File: config.mk
export PLATFORM = sky130hd
export DESIGN_NAME = sync_clk_xgmii_tx_filt
export DESIGN_NICKNAME = d
export VERILOG_FILES = /design/src/rtl/xge_sync_pkg.sv /design/src/rtl/sync_filt_chan.sv /design/src/rtl/sync_clk_xgmii_tx_filt.sv
export SDC_FILE = /design/constraint.sdc
export NUM_CORES = 1
export LEC_CHECK = 0
export CORE_MARGIN = 10
export CORE_UTILIZATION = 49
export DETAILED_ROUTE_END_ITERATION = 8
export GPL_TIMING_DRIVEN = 0
export HOLD_SLACK_MARGIN = 0.03
export PLACE_DENSITY = 0.77
export SLEW_MARGIN = 0
export SYNTH_ARGS = -nofsm -noshare
export SYNTH_HDL_FRONTEND = slang
export SYNTH_SLANG_ARGS = --single-unit
File: constraint.sdc
create_clock -name clk_xgmii_tx -period 1.6 [get_ports clk_xgmii_tx]
set_input_delay 0.24 -clock clk_xgmii_tx [delete_from_list [all_inputs] [get_ports clk_xgmii_tx]]
set_output_delay 0.24 -clock clk_xgmii_tx [all_outputs]
set_load 0.02 [all_outputs]
File: src/rtl/xge_sync_pkg.sv
// Shared definitions for the XGMII TX-domain synchroniser: filter counter sizing,
// the default TX channel map and the default toggle-mode mask.
package xge_sync_pkg;

  localparam int TX_CHANNELS          = 3;
  localparam int CH_REMOTE_FAULT      = 0;
  localparam int CH_LOCAL_FAULT       = 1;
  localparam int CH_CTRL_TX_ENABLE    = 2;

  // All default TX channels are level signals.
  localparam logic [TX_CHANNELS-1:0] TX_TOGGLE_MASK_DEFAULT = '0;

  function automatic int filt_cnt_w(input int filt_cycles);
    return $clog2(filt_cycles + 1);
  endfunction

endpackage

File: src/rtl/sync_filt_chan.sv
// One synchronised channel: metastability chain, stability filter (or toggle
// detector), registered rise/fall pulses and a sticky event latch.
module sync_filt_chan
  import xge_sync_pkg::*;
#(
  parameter int SYNC_STAGES = 2,
  parameter int FILT_CYCLES = 4,
  parameter bit TOGGLE      = 1'b0
) (
  input  logic clk,
  input  logic rst_n,
  input  logic in_async,
  input  logic clear_sticky,
  output logic level_out,
  output logic rise_pulse,
  output logic fall_pulse,
  output logic sticky_out
);

  logic [SYNC_STAGES-1:0] sync_q, sync_d;
  logic                   level_q, level_d;
  logic                   rise_q, rise_d;
  logic                   fall_q, fall_d;
  logic                   sticky_q, sticky_d;
  logic                   s;

  assign sync_d = {sync_q[SYNC_STAGES-2:0], in_async};
  assign s      = sync_q[SYNC_STAGES-1];

  if (TOGGLE) begin : g_toggle
    // Every change of the synchronised toggle is an event; no filtering.
    always_comb begin
      level_d = s;
      rise_d  = s ^ level_q;
      fall_d  = 1'b0;
    end
  end else begin : g_level
    localparam int CW = filt_cnt_w(FILT_CYCLES);
    localparam logic [CW-1:0] CNT_LAST = CW'(FILT_CYCLES - 1);

    logic [CW-1:0] cnt_q, cnt_d;

    // A change is accepted only after FILT_CYCLES consecutive differing samples;
    // any agreeing sample restarts the count.
    always_comb begin
      level_d = level_q;
      rise_d  = 1'b0;
      fall_d  = 1'b0;
      cnt_d   = '0;
      if (s != level_q) begin
        if (cnt_q == CNT_LAST) begin
          level_d = s;
          rise_d  = s;
          fall_d  = ~s;
        end else begin
          cnt_d = cnt_q + 1'b1;
        end
      end
    end

    always_ff @(posedge clk or negedge rst_n) begin
      if (!rst_n) begin
        cnt_q <= '0;
      end else begin
        cnt_q <= cnt_d;
      end
    end
  end

  // Set has priority over clear so an event coinciding with a clear is not lost.
  assign sticky_d = rise_q | (sticky_q & ~clear_sticky);

  always_ff @(posedge clk or negedge rst_n) begin
    if (!rst_n) begin
      sync_q   <= '0;
      level_q  <= 1'b0;
      rise_q   <= 1'b0;
      fall_q   <= 1'b0;
      sticky_q <= 1'b0;
    end else begin
      sync_q   <= sync_d;
      level_q  <= level_d;
      rise_q   <= rise_d;
      fall_q   <= fall_d;
      sticky_q <= sticky_d;
    end
  end

  assign level_out  = level_q;
  assign rise_pulse = rise_q;
  assign fall_pulse = fall_q;
  assign sticky_out = sticky_q;

endmodule

File: src/rtl/sync_clk_xgmii_tx_filt.sv
// Multi-channel synchroniser into the XGMII TX clock domain; each bit is an
// independent sync_filt_chan, in level or toggle mode per TOGGLE_MASK.
module sync_clk_xgmii_tx_filt
  import xge_sync_pkg::*;
#(
  parameter int                  CHANNELS    = TX_CHANNELS,
  parameter int                  SYNC_STAGES = 2,
  parameter int                  FILT_CYCLES = 4,
  parameter logic [CHANNELS-1:0] TOGGLE_MASK = '0
) (
  input  logic                clk_xgmii_tx,
  input  logic                reset_xgmii_tx_n,
  input  logic [CHANNELS-1:0] in_async,
  input  logic [CHANNELS-1:0] clear_sticky,
  output logic [CHANNELS-1:0] level_out,
  output logic [CHANNELS-1:0] rise_pulse,
  output logic [CHANNELS-1:0] fall_pulse,
  output logic [CHANNELS-1:0] sticky_out
);

  for (genvar i = 0; i < CHANNELS; i++) begin : g_chan
    sync_filt_chan #(
      .SYNC_STAGES (SYNC_STAGES),
      .FILT_CYCLES (FILT_CYCLES),
      .TOGGLE      (TOGGLE_MASK[i])
    ) u_chan (
      .clk          (clk_xgmii_tx),
      .rst_n        (reset_xgmii_tx_n),
      .in_async     (in_async[i]),
      .clear_sticky (clear_sticky[i]),
      .level_out    (level_out[i]),
      .rise_pulse   (rise_pulse[i]),
      .fall_pulse   (fall_pulse[i]),
      .sticky_out   (sticky_out[i])
    );
  end

endmodule

==> results, run 1 <==
- The clock latency on the worst-skew pair is 0.32 ns.
- Entering global routing, the biggest net connects 28 pins.
- The CTS tree is yes.
- The global placer's final weighted congestion is 0.6666.
- The synthesized net count is 83.
- The number of standard-cell rows in the floorplan is 16.
- Timing would allow up to 0.6843 GHz.
- After detailed routing, the number of remaining DRC violations is 0.
- The smallest clock period supported by the final layout is computed as 1.461 ns.
- The number of buffers created by CTS is 3.
- The routed wire length is 1.506 mm.
- The first global-routing pass estimated 2.518 mm of wire.
- The unique cell type count in the Yosys netlist is 16.
- The total of buffers placed on input and output ports is 19.
- The post-layout worst setup margin is 0.1387 ns.
- Data arrives at the worst endpoint at 1.22 ns.
- The run finished with clean final reports.
- The root buffer cell is sky130_fd_sc_hd__clkbuf_4.
- The x dimension of the die is 66.59 um.
- The endpoint kind of the worst setup timing path is an output pin.
- The kind of cell adding the most delay to the critical path is buffers and inverters.
- The maximum buffer depth of the clock tree is 2.
- In this run the worst hold path is classified as primary input to flop.
- From bottom edge to top edge, the die measures 66.59 um.
- The total number of vias is 580.
- The clock slew seen by the registers of the worst setup and hold paths is 0.14 ns.
- The count of mapped cells out of synthesis is 72.
- In the final timing run, aggregate negative setup slack is 0 ns.
- The count of final hold-check violations was 0.
- Power spread over the standard cell area amounts to 1339 mW/mm^2.
- The ratio of cells with drive above 1 in the final layout is 0.2396.
- The post-placement worst setup slack is -0.05713 ns.
- Of the total power, registers draw 0.507.
- The number of pins with negative max-slew slack in the final report came to 0.
- The switching power is 527.0 uW.
- Of the post-synthesis cell area, the dominant cell type holds 0.6353.
- The starting density of the core is 0.5260.
- The top-level port count is 20.
- The average cell area after synthesis is 14.77 sq um.
- The number of sinks driven by the clock tree is 27.
- The number of antenna violations at the first check in global routing is 0.
- For the pin with the worst max-slew slack, the measured transition is 1.121 ns.
- For this design, the slowest cell found on the critical path is sky130_fd_sc_hd__dfrtp_1.
- Walking the worst path, the cells encountered are buf_4 -> dlygate4sd2_1.
- Of the total power, the share spent switching nets is 0.3004.
- Of the available clock period, the critical path in the final layout requires 0.9133.
- The required time of the critical path is 1.36 ns.
- The library cell with the largest summed area after synthesis is sky130_fd_sc_hd__dfrtp_1.
- The detail route stage leaves a number of antenna-violating nets equal to 0.
- The setup violation total in the final timing report is 0.
- The internal cell power is 1227 uW.
- The mapped cell area is 0.001064 sq mm.
- After synthesis, the cell types taking the most area are sky130_fd_sc_hd__dfrtp_1 (64%), sky130_fd_sc_hd__buf_4 (8.5%), sky130_fd_sc_hd__nor3b_1 (5.6%).
- Of the synthesized area, sequential elements account for 0.6353.
- The fill cell total of the finished layout is 154.
- The number of placed instances, taps included, is 118.
- The worst setup path is launched from a flop.
- The clock skew is 0.006939 ns.
- The die area is 0.004434 sq mm.
- The post-layout total power is 1754 uW.
- The number of DRC violations after detailed-routing iteration 0 is 5.
- On the final layout, the worst hold slack is 0.3370 ns.
- The layout-stage area growth over the synthesis result is 23.18%.
- The number of H-tree branching levels is 1.
- The region available for standard cell placement spans 0.002022 sq mm.
- The number of buffers and inverters on the critical path is 2.
- During synthesis, Yosys emitted a total of 0 warnings.
- The tool flagged a number of max-cap violations equal to 0.
- The first-pass detailed-route iteration total is 2.
- Setup repair after global routing left no endpoint under its margin.
- The antenna cell count is 0.
- Synthesis inferred 27 register bits.
- The worst-case vdd ir drop is 0.7586 mV.
- Across every metal layer, demand over resource in global routing totals 0.07197.
- The share of total power dissipated in combinational logic is 0.330.
- The count of placed standard cells in the final layout, fillers left out is 123.
- The wire-length estimate of the detail-placed layout is 1.181 mm.
- The routed length per placed instance is 12.24 um.
- The worst max-slew margin expressed relative to the limit is 0.2500.
- In the routed layout, each cell is associated on average with a via count of 4.715.
- The number of nets at the end of the flow is 108.
- The worst setup path is of the flop to output pin kind.
- Of the total power, the clock network draws 0.163.
- Of all nets on the critical path, the largest fanout is 5.
- The analysis attributes to cell leakage a power of 0.0007136 uW.
- In this design, the stage delay of the slowest critical-path cell is 0.45 ns.
- The residual overflow from global routing is 0.
- The via count of the first global-routing pass is 589.
==> stage by stage <==
step           instance area [sq um]  utilization
3_5_place_dp                    1287       0.6368
4_1_cts                         1308       0.6467
3_3_place_gp                    1287       0.6368
2_1_floorplan                   1064            -
5_1_grt                         1310       0.6479
6_report                        1310       0.6479
==> synth_stat cells <==
cell                        n
sky130_fd_sc_hd__mux2_4     1
sky130_fd_sc_hd__mux2_2     1
sky130_fd_sc_hd__ha_1       3
sky130_fd_sc_hd__dfrtp_1   27
sky130_fd_sc_hd__nor2b_1    2
sky130_fd_sc_hd__nor3b_1    8
sky130_fd_sc_hd__a21o_1     3
sky130_fd_sc_hd__nand2b_4   2
sky130_fd_sc_hd__xnor2_1    3
sky130_fd_sc_hd__mux2_1     1
sky130_fd_sc_hd__and3b_1    3
sky130_fd_sc_hd__inv_1      3
sky130_fd_sc_hd__nor3_2     1
sky130_fd_sc_hd__nor3b_2    1
sky130_fd_sc_hd__buf_4     12
sky130_fd_sc_hd__nor2b_4    1
==> cell usage in the layout, fill, tap and decap left out <==
cell                              netlist  final
sky130_fd_sc_hd__a21o_1                 3      3
sky130_fd_sc_hd__and3b_1                3      3
sky130_fd_sc_hd__dfrtp_1               27     27
sky130_fd_sc_hd__mux2_4                 1      1
sky130_fd_sc_hd__dlygate4sd2_1          0     11
sky130_fd_sc_hd__xnor2_1                3      3
sky130_fd_sc_hd__nor3_2                 1      1
sky130_fd_sc_hd__dlymetal6s2s_1         0      1
sky130_fd_sc_hd__nand2b_4               2      2
sky130_fd_sc_hd__clkbuf_1               0      1
sky130_fd_sc_hd__buf_4                 12     13
sky130_fd_sc_hd__ha_1                   3      3
sky130_fd_sc_hd__clkdlybuf4s50_1        0      7
sky130_fd_sc_hd__mux2_2                 1      1
sky130_fd_sc_hd__nor2b_4                1      1
sky130_fd_sc_hd__nor2b_1                2      2
sky130_fd_sc_hd__mux2_1                 1      1
sky130_fd_sc_hd__clkbuf_4               0      3
sky130_fd_sc_hd__nor3b_1                8      8
sky130_fd_sc_hd__inv_1                  3      3
sky130_fd_sc_hd__nor3b_2                1      1
==> flip-flops by register name, indices dropped and copies added, names as in the netlist <==
signal                       count
g_chan.u_chan.fall_pulse         3
g_chan.u_chan.g_level.cnt_q      9
g_chan.u_chan.level_out          3
g_chan.u_chan.rise_pulse         3
g_chan.u_chan.sticky_out         3
g_chan.u_chan.sync_q             6
==> area by class of cell <==
| class | count | area (sq um) | area share |
|---|---|---|---|
| flip-flops and latches | 27 | 675.6 | 0.5158 |
| inverters | 3 | 11.26 | 0.008596 |
| clock buffers | 4 | 26.28 | 0.02006 |
| well taps | 27 | 33.78 | 0.02579 |
| multi-input cells | 30 | 286.5 | 0.2187 |
| plain buffers | 12 | 90.09 | 0.06877 |
| repair buffers | 20 | 186.4 | 0.1423 |
==> timing repair <==
action	4_1_cts	5_1_grt
hold buffers	0	0
setup buffers	1	0
gates resized for setup	11	1
setup endpoints to repair	11	1
==> power groups by stage <==
stage | registers [uW] | logic, uW | clock network, uW
finish | 890 | 578 | 286
global route | 916 | 640 | 307
CTS | 893 | 594 | 288
detailed placement | 918 | 603 | 0
global placement | 910 | 581 | 0
floorplan | 896 | 412 | 0
==> kinds of logic after synthesis <==
logic type                 Yosys count  synth area share
AOI/OAI and AO/OA                    3           0.02117
muxes                                3           0.03529
adders and majority gates            3           0.03530
buffers and inverters               15           0.09530
and+or+nand+nor                     18            0.1529
DFF                                 27            0.6353
xor gates and xnor gates             3           0.02471
==> worst paths after layout <==
kind | startpoint | cells after the start | endpoint | slack (ns)
min in group asynchronous | reset_xgmii_tx_n | 1 | g_chan[0].u_chan.sticky_out | 0.50
min reg2reg | g_chan[2].u_chan.sync_q[0] | 0 | g_chan[2].u_chan.sync_q[1] | 0.36
max reg2reg | g_chan[2].u_chan.g_level.cnt_q[0] | 3 | g_chan[2].u_chan.level_out | 0.40
max | g_chan[2].u_chan.level_out | 2 | level_out[2] | 0.14
max in group asynchronous | reset_xgmii_tx_n | 1 | g_chan[1].u_chan.sticky_out | 0.43
min | in_async[0] | 1 | g_chan[0].u_chan.sync_q[0] | 0.34
==> metal layers <==
layer | track usage | vias to the layer above | wire length, um
li1 | - | 273 | -
met1 | 0.08679 | 283 | 726
met2 | 0.1090 | 21 | 649
met3 | 0.02508 | 3 | 108
met4 | 0.03927 | 0 | 22
met5 | 0 | - | 0
Note: power is estimated with default switching activity, not from simulation.
==> run 2: changes to the inputs <==
--- a/config.mk
+++ b/config.mk
@@ -9,7 +9,6 @@
 export CORE_UTILIZATION = 49
 export DETAILED_ROUTE_END_ITERATION = 8
 export GPL_TIMING_DRIVEN = 0
-export HOLD_SLACK_MARGIN = 0.03
 export PLACE_DENSITY = 0.77
 export SLEW_MARGIN = 0
 export SYNTH_ARGS = -nofsm -noshare
==> results of run 2 <==
Final layout, timing and power as in run 1 (identical DEF).
==> run 3: changes to the inputs <==
--- a/config.mk
+++ b/config.mk
@@ -9,8 +9,9 @@
 export CORE_UTILIZATION = 49
 export DETAILED_ROUTE_END_ITERATION = 8
 export GPL_TIMING_DRIVEN = 0
-export PLACE_DENSITY = 0.77
+export PLACE_DENSITY = 0.83
 export SLEW_MARGIN = 0
 export SYNTH_ARGS = -nofsm -noshare
 export SYNTH_HDL_FRONTEND = slang
 export SYNTH_SLANG_ARGS = --single-unit
+export TNS_END_PERCENT = 30
==> results, run 3 (synthesis gave the netlist of run 1 again) <==
- The HPWL after detailed placement is 1.171 mm (-0.90%).
- The flow ran to the end, and the final reports show no timing, DRC or antenna violations.
- The endpoint kind of the worst setup timing path is an output pin.
- The x dimension of the die is 66.59 um (unchanged).
- The worst max-slew margin expressed relative to the limit is 0.2691 (+0.01911).
- The die area is 0.004434 sq mm (unchanged).
- The startpoint-to-endpoint class of the critical path is flop to output pin.
- The worst-case vdd ir drop was 0.8062 mV (+6.3%).
- The global placer's final weighted congestion is 0.7074 (+6.1%).
- The class of the worst hold path is primary input to flop.
- The floorplan die height is 66.59 um (unchanged).
- The largest register by flop count is g_chan.u_chan.g_level.cnt_q.
- The worst setup path is launched from a flop.
- The number of standard-cell rows in the floorplan is 16 (unchanged).
- The multi-input gate area in the final layout is 286.5 sq um (unchanged).
- The actual transition at the worst max-transition pin is 1.093 ns (-0.02857 ns).
- The post-detailed-route DRC marker count is 0 (unchanged).
- The ratio of cells with drive above 1 in the final layout is 0.3368 (+0.09726).
- The final setup TNS is 0 ns (unchanged).
- The via count of the first global-routing pass was 624 (+5.9%).
- The top-level port count is 20 (unchanged).
- The placement-stage cell area is 0.001287 sq mm (unchanged).
- The top achievable clock speed is 0.6800 GHz (-0.63%).
- The maximum fanout along the worst path is 5 (unchanged).
- The number of sinks driven by the clock tree is 27 (unchanged).
- The first-pass detailed-route iteration total is 2 (unchanged).
- The total routing usage reported by global routing was 0.07226 (+0.0002932).
- The maximum buffer depth of the clock tree is 2 (unchanged).
- The starting density of the core is 0.5260 (unchanged).
- The largest registers in the layout are g_chan.u_chan.g_level.cnt_q (9), g_chan.u_chan.sync_q (6).
- The total of max-cap violations is 0 (unchanged).
- The clock slew seen by the registers of the worst setup and hold paths came to 0.13 ns (about the same).
- Leaving out fill and tap cells, the most frequent cells in the layout are sky130_fd_sc_hd__dfrtp_1 (27), sky130_fd_sc_hd__buf_4 (21), sky130_fd_sc_hd__nor3b_1 (8).
- The clock skew is 0.001890 ns (-0.005049 ns).
- The number of flip-flops under the largest register name is 9 (unchanged).
- The routed length per placed instance is 12.41 um (+1.4%).
- The required time of the critical path is 1.36 ns (about the same).
- The first-pass GRT wire length is 2.546 mm (+1.1%).
- The root buffer cell is sky130_fd_sc_hd__clkbuf_4.
- The clock latency on the worst-skew pair is 0.31 ns (about the same).
- The fill cell total of the finished layout is 158 (+2.6%).
- The most frequent standard cell in the layout excluding fill and tap cells is sky130_fd_sc_hd__dfrtp_1.
- The hold-fix buffer count after cts is 0 (unchanged).
- The total number of vias is 576 (-0.69%).
- The antenna cell count came to 0 (unchanged).
- The total of buffers placed on input and output ports is 19 (unchanged).
- The clock period minus final worst setup slack was 1.471 ns (+0.009272 ns).
- The count of final hold-check violations was 0 (unchanged).
- The maximum number of pins on one net before global-route repair is 28 (unchanged).
- The number of pins with negative max-slew slack in the final report is 0 (unchanged).
- The number of vias per cell is 4.721 (+0.12%).
- The setup violation total in the final timing report was 0 (unchanged).
- The core area is 0.002022 sq mm (unchanged).
- The power density over the cells came to 1348 mW/mm^2 (+0.64%).
- The routed wire length is 1.514 mm (+0.53%).
- The layout-stage area growth over the synthesis result is 21.18%.
- The share of the clock period used by the worst path after layout is 0.9191 (+0.005795).
- The number of DRC violations after detailed-routing iteration 0 is 18 (+13).
- The post-CTS setup-driven buffer insertion count came to 0 (-1).
- The number of antenna violations at the first check in global routing came to 0 (unchanged).
- The post-detailed-route count of antenna-violating nets is 0 (unchanged).
- TritonCTS built the clock tree.
- The residual overflow from global routing is 0 (unchanged).
- The final cell area excluding filler cells was 0.001289 sq mm (-1.6%).
- The combined flip-flop and latch cell area is 675.6 sq um (unchanged).
- The number of nets at the end of the flow came to 107 (-0.93%).
- Setup repair after global routing left no endpoint under its margin.
- The number of buffers created by CTS is 3 (unchanged).
- The arrival time at the worst endpoint is 1.23 ns (about the same).
- The number of H-tree branching levels was 1 (unchanged).
- The standby leakage power is 0.0006735 uW (-5.6%).
run 3: cell count changes in the layout (fill, tap and decap cells not counted):
cell / change
sky130_fd_sc_hd__buf_4: +8
sky130_fd_sc_hd__clkbuf_1: -1
sky130_fd_sc_hd__clkinv_2: +1
sky130_fd_sc_hd__dlygate4sd2_1: -8
sky130_fd_sc_hd__dlymetal6s2s_1: -1
run 3: report_power, final:
group / internal, uW / total [uW] / switching (uW)
clock network: 93.5 / 281 / 187
registers: 809 / 902 / 92.9
logic: 311 / 554 / 244
run 3: worst paths after layout:
check	from	cells after the start	slack (ns)	end
setup / recovery	g_chan[1].u_chan.level_out	2	0.13	level_out[1]
hold / removal	in_async[1]	1	0.34	g_chan[1].u_chan.sync_q[0]
setup reg to reg	g_chan[2].u_chan.g_level.cnt_q[0]	3	0.42	g_chan[2].u_chan.level_out
hold reg to reg	g_chan[1].u_chan.sync_q[0]	0	0.37	g_chan[1].u_chan.sync_q[1]
max in group asynchronous	reset_xgmii_tx_n	1	0.45	g_chan[1].u_chan.sticky_out
min in group asynchronous	reset_xgmii_tx_n	1	0.49	g_chan[0].u_chan.g_level.cnt_q[0]
run 3: what timing repair did:
| item | CTS | global route |
|---|---|---|
| resized for setup | 12 | 0 |
| endpoints found under the hold margin | 0 | 0 |
| endpoints found under the setup margin | 12 | 0 |
run 3: cell type report:
type / count / share of cell area
clock buffers: 3 / 0.01748
flip-flops and latches: 27 / 0.5243
multi-input cells: 30 / 0.2223
well taps: 27 / 0.02621
repair buffers: 19 / 0.1272
inverters: 3 / 0.008738
clock inverters: 1 / 0.003883
plain buffers: 12 / 0.06990
run 3: critical path, cell delays in order, from the launching register on:
cell and delay, ns:
sky130_fd_sc_hd__dfrtp_1 0.45, sky130_fd_sc_hd__buf_4 0.16, sky130_fd_sc_hd__dlygate4sd2_1 0.31
run 3: through the flow:
step           hold WS, ns  total power (uW)  cells  setup WS, ns    util
6_report            0.3439              1737    122        0.1295  0.6374
5_1_grt             0.3373              1854    122       0.06911  0.6374
4_1_cts             0.3343              1763    122        0.1141  0.6374
3_5_place_dp        0.3347              1518    118      -0.01297  0.6368
3_3_place_gp        0.3341              1489    118      -0.01541  0.6368
2_1_floorplan     -0.05559              1308     72        0.4754       -
run 3: layer usage:
layer | GRT usage | share of wire | wire length (um)
met1 | 0.07382 | 0.45 | 678
met4 | 0.03141 | 0.0040 | 6
met2 | 0.1244 | 0.47 | 713
met3 | 0.03177 | 0.077 | 116
met5 | 0 | 0 | 0
